**src/rtl/inst_fetch_stage_pkg.sv**
```systemverilog
// Shared definitions for the IF stage.
//   if_state_e       : fetch FSM state encodings (2-bit)
//   RESET_PC_DEFAULT : default first fetch address after reset
//   NOP_INST_DEFAULT : bubble encoding (addi $0,$0,0)
//   word_align()     : clears bits [1:0] of an address
package inst_fetch_stage_pkg;

    typedef enum logic [1:0] {
        IF_STATE_FETCH = 2'd0,
        IF_STATE_FULL  = 2'd1,
        IF_STATE_DRAIN = 2'd2
    } if_state_e;

    localparam logic [31:0] RESET_PC_DEFAULT = 32'h0000_0000;
    localparam logic [31:0] NOP_INST_DEFAULT = 32'h2000_0000;

    function automatic logic [31:0] word_align(input logic [31:0] addr);
        return {addr[31:2], 2'b00};
    endfunction

endpackage

```
**src/rtl/inst_fetch_stage_skid_buf.sv**
```systemverilog
// One-entry skid buffer holding a fetched {pc, inst} pair while ID stalls.
// Ports:
//   clk, rst_n            clock, asynchronous active-low reset (clears full only)
//   load                  capture load_pc/load_inst, mark full
//   unload                entry consumed, mark empty
//   clear                 flush on redirect (wins over load)
//   load_pc, load_inst    entry to capture
//   full                  entry valid
//   out_pc, out_inst      stored entry
module inst_fetch_stage_skid_buf (
    input  logic        clk,
    input  logic        rst_n,
    input  logic        load,
    input  logic        unload,
    input  logic        clear,
    input  logic [31:0] load_pc,
    input  logic [31:0] load_inst,
    output logic        full,
    output logic [31:0] out_pc,
    output logic [31:0] out_inst
);

    logic        full_q, full_d;
    logic [31:0] pc_q, pc_d;
    logic [31:0] inst_q, inst_d;

    always_comb begin
        full_d = full_q;
        pc_d   = pc_q;
        inst_d = inst_q;
        if (clear) begin
            full_d = 1'b0;
        end else if (load) begin
            full_d = 1'b1;
            pc_d   = load_pc;
            inst_d = load_inst;
        end else if (unload) begin
            full_d = 1'b0;
        end
    end

    always_ff @(posedge clk or negedge rst_n) begin
        if (!rst_n) begin
            full_q <= 1'b0;
        end else begin
            full_q <= full_d;
        end
    end

    // Payload is only meaningful while full_q is set, so it needs no reset.
    always_ff @(posedge clk) begin
        pc_q   <= pc_d;
        inst_q <= inst_d;
    end

    assign full     = full_q;
    assign out_pc   = pc_q;
    assign out_inst = inst_q;

endmodule

```
**src/rtl/inst_fetch_stage.sv**
```systemverilog
// IF stage of the MIPS 5-stage pipeline: owns the PC, issues req/ack fetches,
// holds the IF/ID register, absorbs ID stalls with a one-entry skid buffer and
// flushes on branch/jump redirects.
// Ports:
//   clk, rst_n                  clock, asynchronous active-low reset
//   en                          cpu enable; low freezes the stage like a stall
//   stall                       ID not accepting; IF/ID holds
//   redirect_valid/redirect_pc  one-cycle redirect pulse and target
//   imem_req/imem_addr          fetch request (held until ack) and address
//   imem_ack/imem_rdata         completion pulse and instruction
//   if_valid/if_pc/if_pc4/if_inst  IF/ID register contents
module inst_fetch_stage
    import inst_fetch_stage_pkg::*;
#(
    parameter logic [31:0] RESET_PC = RESET_PC_DEFAULT,
    parameter logic [31:0] NOP_INST = NOP_INST_DEFAULT
) (
    input  logic        clk,
    input  logic        rst_n,
    input  logic        en,
    input  logic        stall,
    input  logic        redirect_valid,
    input  logic [31:0] redirect_pc,
    output logic        imem_req,
    output logic [31:0] imem_addr,
    input  logic        imem_ack,
    input  logic [31:0] imem_rdata,
    output logic        if_valid,
    output logic [31:0] if_pc,
    output logic [31:0] if_pc4,
    output logic [31:0] if_inst
);

    if_state_e   state_q, state_d;
    logic [31:0] pc_q, pc_d;
    logic [31:0] addr_q, addr_d;
    logic        req_q, req_d;
    logic        valid_q, valid_d;
    logic [31:0] ifpc_q, ifpc_d;
    logic [31:0] ifpc4_q, ifpc4_d;
    logic [31:0] inst_q, inst_d;

    logic        hold;
    logic        ack;
    logic [31:0] redir_target;
    logic        skid_load, skid_unload, skid_clear, skid_full;
    logic [31:0] skid_pc, skid_inst;

    assign hold         = stall | ~en;
    // An ack only means something while a request is actually outstanding.
    assign ack          = imem_ack & req_q;
    assign redir_target = word_align(redirect_pc);

    inst_fetch_stage_skid_buf u_skid (
        .clk       (clk),
        .rst_n     (rst_n),
        .load      (skid_load),
        .unload    (skid_unload),
        .clear     (skid_clear),
        .load_pc   (pc_q),
        .load_inst (imem_rdata),
        .full      (skid_full),
        .out_pc    (skid_pc),
        .out_inst  (skid_inst)
    );

    always_comb begin
        state_d     = state_q;
        pc_d        = pc_q;
        valid_d     = valid_q;
        ifpc_d      = ifpc_q;
        ifpc4_d     = ifpc4_q;
        inst_d      = inst_q;
        skid_load   = 1'b0;
        skid_unload = 1'b0;
        skid_clear  = 1'b0;

        // ID consumes IF/ID whenever it is not held: bubble unless refilled below.
        if (!hold) begin
            valid_d = 1'b0;
            inst_d  = NOP_INST;
        end

        if (redirect_valid) begin
            valid_d    = 1'b0;
            inst_d     = NOP_INST;
            skid_clear = 1'b1;
            pc_d       = redir_target;
            case (state_q)
                // A request still in flight must complete before the target is fetched.
                IF_STATE_FETCH: state_d = (req_q && !ack) ? IF_STATE_DRAIN : IF_STATE_FETCH;
                IF_STATE_DRAIN: state_d = ack ? IF_STATE_FETCH : IF_STATE_DRAIN;
                default:        state_d = IF_STATE_FETCH;
            endcase
        end else begin
            case (state_q)
                IF_STATE_FETCH: begin
                    if (ack) begin
                        pc_d = pc_q + 32'd4;
                        if (hold) begin
                            skid_load = 1'b1;
                            state_d   = IF_STATE_FULL;
                        end else begin
                            valid_d = 1'b1;
                            ifpc_d  = pc_q;
                            ifpc4_d = pc_q + 32'd4;
                            inst_d  = imem_rdata;
                        end
                    end
                end
                IF_STATE_FULL: begin
                    if (!hold) begin
                        state_d = IF_STATE_FETCH;
                        if (skid_full) begin
                            skid_unload = 1'b1;
                            valid_d     = 1'b1;
                            ifpc_d      = skid_pc;
                            ifpc4_d     = skid_pc + 32'd4;
                            inst_d      = skid_inst;
                        end
                    end
                end
                IF_STATE_DRAIN: begin
                    if (ack) begin
                        state_d = IF_STATE_FETCH;
                    end
                end
                default: state_d = IF_STATE_FETCH;
            endcase
        end

        // In DRAIN the killed request's address stays on the bus; otherwise
        // the bus follows the PC, so it only moves after an ack or a redirect.
        addr_d = (state_d == IF_STATE_DRAIN) ? addr_q : pc_d;
        req_d  = (state_d != IF_STATE_FULL);
    end

    always_ff @(posedge clk or negedge rst_n) begin
        if (!rst_n) begin
            state_q <= IF_STATE_FETCH;
            pc_q    <= RESET_PC;
            addr_q  <= RESET_PC;
            req_q   <= 1'b0;
            valid_q <= 1'b0;
            ifpc_q  <= 32'd0;
            ifpc4_q <= 32'd4;
            inst_q  <= NOP_INST;
        end else begin
            state_q <= state_d;
            pc_q    <= pc_d;
            addr_q  <= addr_d;
            req_q   <= req_d;
            valid_q <= valid_d;
            ifpc_q  <= ifpc_d;
            ifpc4_q <= ifpc4_d;
            inst_q  <= inst_d;
        end
    end

    assign imem_req  = req_q;
    assign imem_addr = addr_q;
    assign if_valid  = valid_q;
    assign if_pc     = ifpc_q;
    assign if_pc4    = ifpc4_q;
    assign if_inst   = inst_q;

endmodule

```
**config.mk**
```make
export PLATFORM = sky130hd
export DESIGN_NAME = inst_fetch_stage
export DESIGN_NICKNAME = d
export VERILOG_FILES = /design/src/rtl/inst_fetch_stage_pkg.sv /design/src/rtl/inst_fetch_stage_skid_buf.sv /design/src/rtl/inst_fetch_stage.sv
export SDC_FILE = /design/constraint.sdc
export NUM_CORES = 1
export LEC_CHECK = 0
export ABC_CLOCK_PERIOD_IN_PS = 5000
export CORE_AREA = 2 2 150 152
export CTS_CLUSTER_SIZE = 40
export DETAILED_ROUTE_END_ITERATION = 12
export DIE_AREA = 0 0 152 154
export PLACE_DENSITY = 0.8
export RECOVER_POWER = 25
export SLEW_MARGIN = 0
export SYNTH_ARGS = -nofsm -noshare
export SYNTH_HDL_FRONTEND = slang
export SYNTH_HIERARCHICAL = 1
export SYNTH_SLANG_ARGS = --single-unit
```
**constraint.sdc**
```tcl
create_clock -name clk -period 5 [get_ports clk]
set_input_delay 1.25 -clock clk [delete_from_list [all_inputs] [get_ports clk]]
set_output_delay 1.25 -clock clk [all_outputs]
set_load 0.02 [all_outputs]
```
==> results of run 1 <==
-- logic make-up (layout without fill, tap and decap cells) --
family / Yosys count / after routing / share of synthesized area [%]
mux: 37 / 37 / 3.82
fa+ha+maj: 2 / 2 / 0.233
other cells: 0 / 1 / 0
xor+xnor: 58 / 58 / 4.74
simple gates: 477 / 477 / 21.0
buf+inv: 103 / 277 / 4.00
flops: 227 / 227 / 56.0
compound gates: 162 / 162 / 10.2
-- path summary, 6_finish.rpt --
kind,start,endpoint,slack (ns),cells after the start
worst max-delay path,imem_ack,imem_addr[27],1.68,7
worst min-delay path,if_pc4[2],if_pc4[2],0.46,2
worst max register to register,pc_q[2],imem_addr[20],2.16,6
worst min register to register,if_pc4[2],if_pc4[2],0.46,2
max in group asynchronous,rst_n,if_inst[9],1.74,1
min in group asynchronous,rst_n,if_pc[28],1.62,1
-- worst max-delay path: stages --
cell	delay, ns
clkdlybuf4s50_1	0.54
nand4bb_1	0.23
buf_4	0.27
nor3_1	0.63
a311oi_1	0.21
a221o_1	0.32
mux2_2	0.27
-- routing by layer --
metal,up-vias,part of all wire (%),GRT usage [%]
met3,50,11,7.44
met2,442,45,38.0
met5,-,0,0
li1,4113,-,-
met1,4270,41,34.0
met4,0,2.6,7.12
-- registers in the layout (all words and copies together), names as in the netlist --
| name | cells |
|---|---|
| u_skid/out_inst | 32 |
| imem_addr | 32 |
| if_pc4 | 30 |
| u_skid/full | 1 |
| if_pc | 32 |
| if_valid | 1 |
| pc_q | 32 |
| u_skid/out_pc | 32 |
| if_inst | 32 |
| imem_req | 1 |
| state_q | 2 |
-- power groups by stage --
stage / registers [mW] / logic, mW / clock network [mW]
global route: 2.46 / 1.52 / 1.95
CTS: 2.42 / 1.43 / 1.87
detailed placement: 2.45 / 1.43 / 0
floorplan: 2.67 / 0.473 / 0
global placement: 2.44 / 1.40 / 0
finish: 2.42 / 1.42 / 1.85
-- metrics by stage --
step | util (%) | area [µm²] | instances | setup slack (ns)
after floorplan | - | 10700 | 1066 | 0.806
after global placement | 59.3 | 12900 | 1474 | 1.30
after detailed placement | 59.3 | 12900 | 1474 | 1.18
after CTS | 63.1 | 13700 | 1520 | 1.71
after global routing | 63.1 | 13700 | 1520 | 1.14
final | 63.1 | 13700 | 1521 | 1.68
-- layout by cell type (no fill, tap or decap), types with 32 or more instances in the layout --
master and count:
a31oi_1 64, clkdlybuf4s50_1 163, dfrtp_1 161, dlygate4sd3_1 32, edfxtp_1 64, nand2_1 211, nand3_1 65, nor2_1 74
xnor2_1 40
-- layout make-up --
class | count | area share [%]
Sequential cell | 227 | 43.8
Multi-Input combinational cell | 736 | 31.6
Timing Repair Buffer | 214 | 15.4
Clock buffer | 36 | 5.47
Tap cell | 280 | 2.56
Clock inverter | 10 | 0.658
Inverter | 17 | 0.466
Antenna cell | 1 | 0.0183
==> impl_results.md, run 1 <==
* Clock skew at 0.0174 ns
* Multi-input logic area at 4330 µm²
* Antenna violations before repair at 2
* Clock Latency Late Sink at 0.52 ns
* Slew @ Worst Pin at 2.80 ns
* CTS clk-pin slew, worst paths at roughly 0.060 ns
* DR vias at about 8.9k
* Share of post-route cells with drive strength above 1 at 8.39%
* Core ar. at 21,700 µm²
* Slew Limit Fails at 110
* GRT overflow at 0
* P_sw at 1.73 mW
* Worst-path fanout max at 14
* Post-CTS Setup Inserts at 0
* Yosys reg bits at 227
* Drc violations at 0
* Vias in the first global route at about 8.6k
* NumNets Final at between 1k and 1.5k
* Yosys warning count at 6
* Failing checks: capacitance limit, slew limit
* First-pass GRT wire length at 47,200 µm
* H-tree levels at 1
* Tot Pwr at approximately 5.7 mW
* Most instantiated library cell after synthesis: nand2_1
* Fmax at 301 MHz
* CTS buffer count at 25
* Die height at 154 µm
* Max Cap Violations at 1
* Starting Density at about half
* Rel. slew slack at -86.8%
* # fillers at between 1.5k and 2k
* Tot GR Track Use at between 20% and 30%
* Final setup violation count at 0
* Setup TNS at 0 ns
* Die W at 152 µm
* # IOs at 200
* Library cell with the largest summed area after synthesis: dfrtp_1
* Sequential-to-total area share from yosys stat at 56.0%
* Number of synthesized flops with an enable pin at 64
* Status: complete, but fails checks
* CTS resizes at 0
* Register area at about 6000 µm²
* Netlist cell types at a little over 60
* Crit end category: flop
* Die area at 23,400 µm²
* Hold Crit Class: reg -> reg
* Top cells by count, synth: nand2_1, dfrtp_1, nor2_1
* P&R area growth vs syn at 27.7%
* Unrepaired setup endpoints after global routing: false
* VDD IR max at ~310 µV
* P_int at 3.96 mW
* Port Buf Inserts at approximately 200
* Cell count after synthesis at 1,066
* WL per Instance at 19.3 µm
* Fin Hold WS at 0.458 ns
* Most used DFF post-synth: dfrtp_1
* Hpwl dp at 20,000 µm
* Sw Ratio at 30.4%
* Leakage at about 5.3 nW
* Final period util at between 60% and 70%
* DR iter-0 viols at 702
* Mapped cell area at 10,700 µm²
* Top cells by area, synth: dfrtp_1, edfxtp_1, nand2_1
* Largest net degree at the start of global routing at 111
* Routability cong. at approximately 0.94
* Root buffer cell: clkbuf_16
* Post-Syn Area per Cell at 10.1 µm²
* Crit path time final at roughly 3.3 ns
* CTS tree: built
* Top-area cell type share of the netlist area at 37.6%
* WP data arrival at 3.73 ns
* Post-DRT Antenna Nets at 0
* Worst Setup Path Type: in -> reg
* Site row count at 54
* Final Hold Vio Count at 0
* CTS Buffer Depth at 3
* Syn_nets at 1,138
* Register share of total power at 42.5%
* Combinational Power Share at 24.9%
* Via density at 5.83
* P per Cell Area at 416 nW/µm²
* CTS Hold Buffers Added at 0
* Drt first pass iters at 5
* Crit path launch type: input pin
* Async set or reset register ratio after synthesis at around 72%
* Count of clock tree sinks at 227
* Final WL at a little under 30,000 µm
* Worst EP required at 5.41 ns
* Share of total power in the clock network at 32.6%
No activity file was read; power rests on OpenSTA's default activity.
==> inputs of run 2 (changes only) <==
ABC_CLOCK_PERIOD_IN_PS = 2850   (was 5000)
CORE_AREA = 2 2 153 155   (was 2 2 150 152)
DIE_AREA = 0 0 155 157   (was 0 0 152 154)
clock period = 2.85 ns   (was 5 ns; I/O delays follow)
==> run 2 against run 1 <==
The run still ends with capacitance limit, slew limit left. Register-to-register slack worse by 1.9 ns. Final cell count increased by 2.6%. Cell area grew 1.5%. Clock skew grew 0.0039 ns. Wire length increased by 2.4%. Total power grew 72%. Clock-buffer cell count increased by 2. Critical path depth is 1 lower. Utilization down 1.4 points. Setup slack got worse by 1.4 ns. Largest cell class unchanged.
==> impl_results.md, run 2 (synthesis results as in run 1) <==
* Root buffer cell: clkbuf_16
* Post-CTS Setup Inserts at 0 (unchanged)
* Via density at 5.77 (-1.1%)
* Clock Latency Late Sink at 0.53 ns (about the same)
* Antenna violations before repair at 3 (+1)
* CTS tree: built
* Tot GR Track Use at 24.5% (-0.12 points)
* Slew @ Worst Pin at 1.64 ns (-1.17 ns)
* WP data arrival at 2.98 ns (-0.75 ns)
* Hold Crit Class: reg -> reg
* Share of post-route cells with drive strength above 1 at 10.1% (+1.8 points)
* Setup TNS at 0 ns (unchanged)
* Max Cap Violations at 1 (unchanged)
* CTS Hold Buffers Added at 0 (unchanged)
* H-tree levels at 1 (unchanged)
* Drt first pass iters at 5 (unchanged)
* Crit end category: flop
* P per Cell Area at 704 nW/µm² (+69%)
* # fillers at 1,796 (+4.1%)
* Crit-path max cell delay at 0.66 ns (+0.03 ns)
* Worst EP required at 3.26 ns (-2.15 ns)
* First-pass GRT wire length at 47,500 µm (+0.79%)
* Die height at 157 µm (+1.9%)
* Final setup violation count at 0 (unchanged)
* P_int at 6.77 mW (+71%)
* Worst slack, placed at 0.112 ns (-1.06 ns)
* Drc violations at 0 (unchanged)
* P_sw at 3.02 mW (+75%)
* CTS clk-pin slew, worst paths at 0.06 ns (about the same)
* Crit path launch type: flop
* Die W at 155 µm (+2.0%)
* CTS Buffer Depth at 3 (unchanged)
* Final worst slack at 0.275 ns (-1.40 ns)
* VDD IR max at 502 µV (+60%)
* Hpwl dp at 21,000 µm (+5.1%)
* CTS resizes at 0 (unchanged)
* Clock skew at 0.0213 ns (+0.00387 ns)
* Largest net degree at the start of global routing at 64 (-42%)
* Register share of total power at 43.3% (+0.8 points)
* Post-DRT Antenna Nets at 0 (unchanged)
* DR vias at 9,005 (+1.5%)
* Site row count at 55 (+1.9%)
* Leakage at 5.39 nW (+2.2%)
* Crit-path cells: ha_1 > nand3_2 > or4_1 > o311a_1 > a221o_1 > mux2_4
* Final Hold Vio Count at 0 (unchanged)
* Worst Setup Path Type: reg -> reg
* Sw Ratio at 30.8% (+0.45 points)
* Final WL at 30,000 µm (+2.4%)
* Status: complete, but fails checks
* WL per Instance at 19.3 µm (-0.16%)
* Share of total power in the clock network at 30.8% (-1.8 points)
* Routability cong. at 0.934 (-0.28%)
* Die area at 24,300 µm² (+4.0%)
* Starting Density at 47.6% (-1.8 points)
* CTS buffer count at 24 (-4.0%)
* Commonest non-fill, non-tap cells in the layout: nand2_1, clkdlybuf4s50_1, dfrtp_1
* Fin area at 13,900 µm² (+1.5%)
* Crit path time final at around 2.6 ns
* Placed inst area at 13,200 µm² (+2.4%)
* DR iter-0 viols at 655 (-6.7%)
* # IOs at 200 (unchanged)
* Unrepaired setup endpoints after global routing: false
* Port Buf Inserts at 197 (unchanged)
* GRT overflow at 0 (unchanged)
* Rel. slew slack at -9.02% (+78 points)
* NumNets Final at 1,326 (+2.6%)
* Fmax at 388 MHz
* Worst-path fanout max at 6 (-8)
* Core ar. at 22,500 µm² (+3.8%)
* Slew Limit Fails at 63 (-43%)
* Final period util at between 90% and 100%
* P&R area growth vs syn at 29.7%
* Combinational Power Share at 25.9% (+1.0 points)
* Failing checks: capacitance limit, slew limit
* Commonest non-fill, non-tap cell in the layout: nand2_1
* Count of clock tree sinks at 227 (unchanged)
* Crit-path slowest cell: or4_1
* Vias in the first global route at 8,810 (+2.0%)
## run 2: cell types whose count changed in the layout (fill, tap and decap cells not counted), sizes merged
cell    previous run  this run
bufinv             1         0
diode              1         3
buf               18        47
clkbuf            37        44
clkinv             6         5
inv               19        17
## run 2: cell type report
cell class              count  area [µm²]  share of cell area (%)
inverters                  17        63.8                   0.459
clock buffers              38         713                    5.13
repair buffers            248        2380                    17.1
well taps                 285         357                    2.57
clock inverters             6        47.5                   0.342
flip-flops and latches    227        6000                    43.2
multi-input cells         736        4330                    31.1
diodes                      3        7.51                  0.0540
## run 2: routing by layer
layer  track usage (%)  wire length, µm  vias to the layer above
met1              33.0            12300                     4322
met2              38.5            13800                      440
met5                 0                0                        -
met4              7.50              829                        0
li1                  -                -                     4182
met3              7.41             3130                       61
## run 2: path summary, 6_finish.rpt
kind / from / endpoint / slack (ns) / depth (start not counted)
min in group asynchronous: rst_n / if_inst[9] / 0.60 / 1
setup reg to reg: pc_q[3] / imem_addr[20] / 0.28 / 6
max in group asynchronous: rst_n / if_pc4[20] / 0.68 / 2
hold reg to reg: if_pc4[2] / if_pc4[2] / 0.47 / 2
hold / removal: if_pc4[2] / if_pc4[2] / 0.47 / 2
setup / recovery: pc_q[3] / imem_addr[20] / 0.28 / 6
## run 2: through the flow
| stage | util [%] | power (mW) | instances | hold WS, ns |
|---|---|---|---|---|
| after global placement | 58.5 | 6.79 | 1513 | 0.450 |
| after CTS | 61.9 | 9.87 | 1557 | 0.200 |
| after global routing | 61.8 | 10.2 | 1558 | 0.495 |
| after floorplan | - | 5.51 | 1066 | 0.417 |
| after detailed placement | 58.5 | 6.85 | 1513 | 0.461 |
| final | 61.8 | 9.79 | 1560 | 0.469 |
## run 2: worst max-delay path: cells and delay by family, from the launching register on
kind | cells | cell delay (ns)
multiplexers | 1 | 0.27
AND/OR/NAND/NOR | 2 | 0.78
flip-flops | 1 | 0.46
AO/OA/AOI/OAI | 2 | 0.69
adder cells (fa/ha/maj) | 1 | 0.27
## run 2: power groups by stage
stage / clock [mW] / sequential, mW / combinational, mW
2_1_floorplan: 0 / 4.68 / 0.832
3_3_place_gp: 0 / 4.28 / 2.51
3_5_place_dp: 0 / 4.30 / 2.55
4_1_cts: 3.06 / 4.24 / 2.57
5_1_grt: 3.20 / 4.31 / 2.71
6_report: 3.01 / 4.24 / 2.54
